File: src/rtl/npu_pkg.sv
// Shared definitions for the parametrised NPU core: FSM state codes,
// activation mode codes and the clamp helper used by the activation stage.
package npu_pkg;

  typedef enum logic [3:0] {
    ST_IDLE  = 4'd0,
    ST_MAC   = 4'd1,
    ST_ACT   = 4'd2,
    ST_WRITE = 4'd3,
    ST_DONE  = 4'd4
  } state_t;

  localparam logic [1:0] MODE_WRAP = 2'b00;
  localparam logic [1:0] MODE_RELU = 2'b01;
  localparam logic [1:0] MODE_SAT  = 2'b10;

  // Clamp v into the signed dw-bit range; floor_zero raises the lower bound to 0.
  // Works on 64-bit values, so the caller's pre-activation width must be <= 64.
  function automatic logic signed [63:0] saturate(input logic signed [63:0] v,
                                                  input int dw,
                                                  input logic floor_zero);
    logic signed [63:0] hi;
    logic signed [63:0] lo;
    hi = (64'sd1 <<< (dw - 1)) - 64'sd1;
    lo = floor_zero ? 64'sd0 : -(64'sd1 <<< (dw - 1));
    if (v > hi)
      saturate = hi;
    else if (v < lo)
      saturate = lo;
    else
      saturate = v;
  endfunction

endpackage

File: src/rtl/npu_out_fifo.sv
// Result FIFO: RAM-backed queue with a registered read port and a one-cycle
// valid pulse per pop. A full FIFO still accepts a push when a pop happens alongside.
module npu_out_fifo #(
  parameter int DW         = 8,
  parameter int FIFO_DEPTH = 8,
  localparam int AW        = $clog2(FIFO_DEPTH),
  localparam int CW        = $clog2(FIFO_DEPTH + 1)
) (
  input  logic          clk,
  input  logic          rst_n,
  input  logic          push,
  input  logic [DW-1:0] push_data,
  input  logic          rd_en,
  output logic          push_ready,
  output logic [DW-1:0] d_out,
  output logic          d_valid,
  output logic          full,
  output logic          empty,
  output logic [CW-1:0] count
);

  logic [DW-1:0] mem [FIFO_DEPTH];
  logic [AW-1:0] wr_ptr_reg;
  logic [AW-1:0] rd_ptr_reg;
  logic [CW-1:0] count_reg;
  logic [DW-1:0] d_out_reg;
  logic          d_valid_reg;
  logic          pop;
  logic          do_push;

  assign full       = (count_reg == CW'(FIFO_DEPTH));
  assign empty      = (count_reg == '0);
  assign pop        = rd_en && !empty;
  assign push_ready = !full || pop;
  assign do_push    = push && push_ready;

  always_ff @(posedge clk) begin
    if (do_push)
      mem[wr_ptr_reg] <= push_data;
  end

  // Pointers wrap naturally because the depth is a power of two.
  always_ff @(posedge clk or negedge rst_n) begin
    if (!rst_n) begin
      wr_ptr_reg  <= '0;
      rd_ptr_reg  <= '0;
      count_reg   <= '0;
      d_out_reg   <= '0;
      d_valid_reg <= 1'b0;
    end else begin
      d_valid_reg <= pop;
      if (do_push)
        wr_ptr_reg <= wr_ptr_reg + AW'(1);
      if (pop) begin
        d_out_reg  <= mem[rd_ptr_reg];
        rd_ptr_reg <= rd_ptr_reg + AW'(1);
      end
      if (do_push && !pop)
        count_reg <= count_reg + CW'(1);
      else if (pop && !do_push)
        count_reg <= count_reg - CW'(1);
    end
  end

  assign d_out   = d_out_reg;
  assign d_valid = d_valid_reg;
  assign count   = count_reg;

endmodule

File: src/rtl/npu_core_param.sv
// Parametrised NPU core: serial signed dot product over NCH channels, bias,
// arithmetic shift and selectable activation, results queued in npu_out_fifo.
module npu_core_param
  import npu_pkg::*;
#(
  parameter int DW         = 8,
  parameter int NCH        = 4,
  parameter int FIFO_DEPTH = 8,
  localparam int ACC_W     = 2 * DW + $clog2(NCH) + 1,
  localparam int CW        = $clog2(FIFO_DEPTH + 1)
) (
  input  logic              CLKEXT,
  input  logic              RST_GLO,
  input  logic              START,
  input  logic [1:0]        MODE,
  input  logic [3:0]        SHIFT,
  input  logic [NCH*DW-1:0] D_IN,
  input  logic [NCH*DW-1:0] W_IN,
  input  logic [DW-1:0]     BIAS_IN,
  input  logic              RD_EN,
  output logic [DW-1:0]     D_OUT,
  output logic              D_VALID,
  output logic              FIFO_FULL,
  output logic              FIFO_EMPTY,
  output logic [CW-1:0]     FIFO_COUNT,
  output logic              BUSY,
  output logic              DONE,
  output logic              OVF,
  output logic [3:0]        STATE_DEBUG
);

  localparam int CH_W = (NCH > 1) ? $clog2(NCH) : 1;
  localparam logic [CH_W-1:0] CH_LAST = CH_W'(NCH - 1);

  state_t                   state_reg, state_next;
  logic [NCH*DW-1:0]        d_reg, w_reg;
  logic signed [DW-1:0]     bias_reg;
  logic [1:0]               mode_reg;
  logic [3:0]               shift_reg;
  logic signed [ACC_W-1:0]  acc_reg;
  logic [CH_W-1:0]          ch_reg;
  logic [DW-1:0]            result_reg;
  logic                     ovf_reg;
  logic                     push_ready;

  logic signed [DW-1:0]     d_ch [NCH];
  logic signed [DW-1:0]     w_ch [NCH];
  logic signed [2*DW-1:0]   prod;
  logic signed [ACC_W:0]    biased, shifted;
  logic signed [63:0]       wide, clamped;
  logic [DW-1:0]            act_value;
  logic                     act_ovf;

  for (genvar gi = 0; gi < NCH; gi++) begin : g_unpack
    assign d_ch[gi] = d_reg[gi*DW +: DW];
    assign w_ch[gi] = w_reg[gi*DW +: DW];
  end

  assign prod = d_ch[ch_reg] * w_ch[ch_reg];

  // Wrap mode keeps the low bits; every other mode clamps and flags any change.
  always_comb begin
    biased    = (ACC_W + 1)'(acc_reg) + (ACC_W + 1)'(bias_reg);
    shifted   = biased >>> shift_reg;
    wide      = 64'(shifted);
    clamped   = saturate(wide, DW, mode_reg == MODE_RELU);
    act_value = clamped[DW-1:0];
    act_ovf   = (clamped != wide);
    if (mode_reg == MODE_WRAP) begin
      act_value = shifted[DW-1:0];
      act_ovf   = 1'b0;
    end
  end

  always_comb begin
    state_next = state_reg;
    case (state_reg)
      ST_IDLE:  if (START) state_next = ST_MAC;
      ST_MAC:   if (ch_reg == CH_LAST) state_next = ST_ACT;
      ST_ACT:   state_next = ST_WRITE;
      ST_WRITE: if (push_ready) state_next = ST_DONE;
      ST_DONE:  state_next = ST_IDLE;
      default:  state_next = ST_IDLE;
    endcase
  end

  always_ff @(posedge CLKEXT or negedge RST_GLO) begin
    if (!RST_GLO)
      state_reg <= ST_IDLE;
    else
      state_reg <= state_next;
  end

  always_ff @(posedge CLKEXT or negedge RST_GLO) begin
    if (!RST_GLO) begin
      d_reg      <= '0;
      w_reg      <= '0;
      bias_reg   <= '0;
      mode_reg   <= '0;
      shift_reg  <= '0;
      acc_reg    <= '0;
      ch_reg     <= '0;
      result_reg <= '0;
      ovf_reg    <= 1'b0;
    end else begin
      if (state_reg == ST_IDLE && START) begin
        d_reg     <= D_IN;
        w_reg     <= W_IN;
        bias_reg  <= BIAS_IN;
        mode_reg  <= MODE;
        shift_reg <= SHIFT;
        acc_reg   <= '0;
        ch_reg    <= '0;
        ovf_reg   <= 1'b0;
      end
      if (state_reg == ST_MAC) begin
        acc_reg <= acc_reg + ACC_W'(prod);
        ch_reg  <= ch_reg + CH_W'(1);
      end
      if (state_reg == ST_ACT) begin
        result_reg <= act_value;
        if (act_ovf)
          ovf_reg <= 1'b1;
      end
    end
  end

  npu_out_fifo #(
    .DW         (DW),
    .FIFO_DEPTH (FIFO_DEPTH)
  ) u_fifo (
    .clk        (CLKEXT),
    .rst_n      (RST_GLO),
    .push       (state_reg == ST_WRITE),
    .push_data  (result_reg),
    .rd_en      (RD_EN),
    .push_ready (push_ready),
    .d_out      (D_OUT),
    .d_valid    (D_VALID),
    .full       (FIFO_FULL),
    .empty      (FIFO_EMPTY),
    .count      (FIFO_COUNT)
  );

  assign BUSY        = (state_reg == ST_MAC) || (state_reg == ST_ACT) || (state_reg == ST_WRITE);
  assign DONE        = (state_reg == ST_DONE);
  assign OVF         = ovf_reg;
  assign STATE_DEBUG = state_reg;

endmodule
File: config.mk
export PLATFORM = sky130hd
export DESIGN_NAME = npu_core_param
export DESIGN_NICKNAME = d
export VERILOG_FILES = /design/src/rtl/npu_pkg.sv /design/src/rtl/npu_out_fifo.sv /design/src/rtl/npu_core_param.sv
export SDC_FILE = /design/constraint.sdc
export NUM_CORES = 1
export LEC_CHECK = 0
export ABC_AREA = 1
export BUFFER_PORTS_ARGS = -buffer_cell sky130_fd_sc_hd__buf_2
export CAP_MARGIN = 30
export CELL_PAD_IN_SITES_DETAIL_PLACEMENT = 1
export CELL_PAD_IN_SITES_GLOBAL_PLACEMENT = 1
export CORE_MARGIN = 2
export CORE_UTILIZATION = 42
export DETAILED_ROUTE_END_ITERATION = 8
export HOLD_SLACK_MARGIN = 0.08
export PLACE_DENSITY_LB_ADDON = 0.1
export SLEW_MARGIN = 20
export SYNTH_ARGS = -nofsm -noshare
export SYNTH_HDL_FRONTEND = slang
export SYNTH_SLANG_ARGS = --single-unit
File: constraint.sdc
create_clock -name CLKEXT -period 5.8 [get_ports CLKEXT]
set_input_delay 1.74 -clock CLKEXT [delete_from_list [all_inputs] [get_ports CLKEXT]]
set_output_delay 1.74 -clock CLKEXT [all_outputs]
set_load 0.01 [all_outputs]
==> qor.yml <==
timing:
  finalHoldViolCount: 0
  fmax_ghz: 0.1657
  finalCritPeriodShare_pct: 104.1
  worst_pin_slew_ps: 931.0
  setup_tns_ps: -1177
  drv_slew: 0
  setup_viol: 6
  slew_headroom_pct: 37.86
  rsz0062_at_grt: "true"
  timing.final.ws_setup_ps: -235.7
  fin_crit_ps: 6036
  clock_skew_ps: 18.87
run:
  maxCapViolCount: 0
run_status:
  status: "complete, but fails checks"
  violations: "negative setup slack"
worst_setup_path:
  crit_top_cell: "buf_4"
  crit_slowest_cell: "fa_1"
  cp-start-kind: "flip-flop"
  cp_data_arrival_time_ps: 6350
  slowest_delay_ps: 580
  path_max_fanout: 11
  crit_required_ps: 6120
  worstSetupPathType: "reg -> reg"
  end_kind: "flip-flop"
detailed_routing:
  via_count: 12327
  wl_per_cell_um: 17.81
  via_per_inst: 5.166
  drt_pass1_iterations: 5
  antenna_left: 0
  drcViolationCount: 0
  dr.first_iter.drc_count: 480
  wl_mm: 42.49
grt:
  grt_pass1_vias: 13025
  grt_usage_pct: 23.90
  antenna_found_initial: 0
  grt_max_degree: 84
  grt_pass1_wl_mm: 66.63
  overflow: 0
clock_tree:
  cts_tree: "built"
  cts_max_level: 4
  clock_tree.root_cell: "clkbuf_16"
  cts_buffer_depth: 2
  cts_sinks: 194
  clk_latency_ps: 470
  cts_made_buffers: 17
  path_clk_slew_ps: 90
floorplanning:
  die_w_um: 187.0
  core-area_um2: 33280
  die_area_um2: 34970
  ios: 104
  placementRows: 67
  fp.dieH_um: 187.0
  start_util_pct: 42.27
min_path:
  hold_class: "reg -> reg"
yosys:
  synth_nets: 1988
  synthCells: 1738
  synth_area_um2: 14070
  async_flop_share_pct: 67.01
  yosysUniqueCellTypes: 52
  yosys_most_used_dff: "dfrtp_1"
  synth_area_per_cell_um2: 8.094
  seq_area_frac_synth_pct: 36.79
  synth_edf_count: 64
  ys_seq_elements: 194
  yosysWarnings: 0
finish:
  largest_reg_flops: 64
  drive_gt1_share_pct: 20.69
  area_growth_pct: 21.55
  instances_no_fill: 2386
  nets: 2175
  stdcell_area_um2: 17100
  diodes: 0
place:
  portBuffers: 102
  place_hpwl_mm: 31.12
  dp.cells: 2321
  gp_congestion: 0.8507
  place_area_um2: 15670
[cell usage in the layout (no fill, tap or decap), types with 12 or more instances in the layout]
master     Yosys  layout
nand2_1      577     565
inv_1        196     185
dfrtp_1      130     128
nor2_1       133     116
buf_4          1     105
nand3_1      102     101
buf_2          7     101
fa_1          86      81
o21ai_0       73      69
ha_1          82      68
edfxtp_1      64      64
a21oi_1       60      53
nand2_2       19      30
clkbuf_16      0      19
nor2_2         5      18
nor3_1        18      17
o22ai_1       19      16
inv_2          7      14
ha_4           0      14
a32oi_2        0      13
nand3_2       11      12
[cell families after synthesis]
| kind of cell | after synthesis | share of synthesized area, % |
|---|---|---|
| AND/OR/NAND/NOR | 885 | 26.35 |
| flip-flops | 194 | 36.79 |
| AO/OA/AOI/OAI | 204 | 8.699 |
| buffers and inverters | 263 | 7.142 |
| multiplexers | 2 | 0.1512 |
| other | 1 | 0.02666 |
| adder cells (fa/ha/maj) | 168 | 19.53 |
| XOR/XNOR | 21 | 1.307 |
[final cells by class]
| cell class | instances | area, um^2 |
|---|---|---|
| timing repair buffer | 223 | 1559 |
| tap | 448 | 560.5 |
| clock buffer | 17 | 425.4 |
| multi-input combinational | 1281 | 8344 |
| fill | 4064 | 16180 |
| inverter | 208 | 798.3 |
| clock inverter | 15 | 234.0 |
| sequential | 194 | 5177 |
[timing repair]
| action | 4_1_cts | 5_1_grt |
|---|---|---|
| endpoints found under the setup margin | 4 | 9 |
| cloned | 1 | 2 |
| hold buffers | 0 | 0 |
| buffers inserted | 19 | 12 |
| resized for setup | 21 | 89 |
| pin swaps | 18 | 50 |
[final timing paths]
path	startpoint	endpoint	slack, ps	cells past startpoint
max	ch_reg[0]	acc_reg[9]	-240	28
min	w_reg[15]	w_reg[15]	480	2
max reg2reg	ch_reg[0]	acc_reg[9]	-240	28
min reg2reg	w_reg[15]	w_reg[15]	480	2
max in group asynchronous	RST_GLO	w_reg[24]	3520	2
min in group asynchronous	RST_GLO	shift_reg[0]	1220	1
[through the flow]
step | setup WS, ps | utilization, % | hold WS (ps)
after CTS | -77.32 | 49.84 | 487.1
final | -235.7 | 51.38 | 482.6
after floorplan | 9.143 | - | 443.6
after global placement | -44.23 | 47.06 | 457.3
after global routing | -539.5 | 51.38 | 506.2
after detailed placement | -233.0 | 47.08 | 465.2
[critical path: cells and delay by family, from the launching register on]
| family | cells | cell delay, ps |
|---|---|---|
| buffers and inverters | 13 | 1500 |
| AND/OR/NAND/NOR | 6 | 580 |
| adder cells (fa/ha/maj) | 6 | 2840 |
| AO/OA/AOI/OAI | 3 | 520 |
| flip-flops | 1 | 460 |
[layer usage]
metal / routed length [um] / vias up / share of wire (%) / track usage, %
met3: 947 / 49 / 2.2 / 3.490
li1: - / 5966 / - / -
met4: 738 / 0 / 1.7 / 5.250
met1: 18350 / 6167 / 43 / 29.64
met5: 0 / - / 0 / 0
met2: 22450 / 145 / 53 / 43.92
[synthesized netlist by cell type (2+ instances only)]
| cell | count | area (um^2) |
|---|---|---|
| ha_1 | 82 | 1026 |
| nand2_1 | 577 | 2166 |
| nor2_4 | 4 | 45.04 |
| fa_1 | 86 | 1722 |
| a21oi_1 | 60 | 300.3 |
| xnor2_1 | 11 | 96.34 |
| o22ai_1 | 19 | 118.9 |
| clkbuf_1 | 47 | 176.4 |
| a22o_1 | 2 | 17.52 |
| xor2_1 | 10 | 87.58 |
| nor2_2 | 5 | 31.28 |
| nor3_1 | 18 | 90.09 |
| or2_2 | 2 | 12.51 |
| o21ai_0 | 73 | 365.4 |
| inv_2 | 7 | 26.28 |
| nor2_1 | 133 | 499.2 |
| a32oi_1 | 15 | 131.4 |
| nand3b_1 | 4 | 30.03 |
| nand2_4 | 2 | 22.52 |
| o21bai_1 | 5 | 37.54 |
| clkinv_1 | 4 | 15.01 |
| dfrtp_1 | 130 | 3253 |
| nand3_2 | 11 | 110.1 |
| nand4_1 | 4 | 25.02 |
| inv_1 | 196 | 735.7 |
| edfxtp_1 | 64 | 1922 |
| nand2_2 | 19 | 118.9 |
| nand3_1 | 102 | 510.5 |
| buf_2 | 7 | 35.03 |
| o221ai_1 | 8 | 70.07 |
| o211ai_1 | 10 | 75.07 |
Power is not shown: default switching activity piles up to over one toggle a cycle in this logic, so the estimate is an artifact.
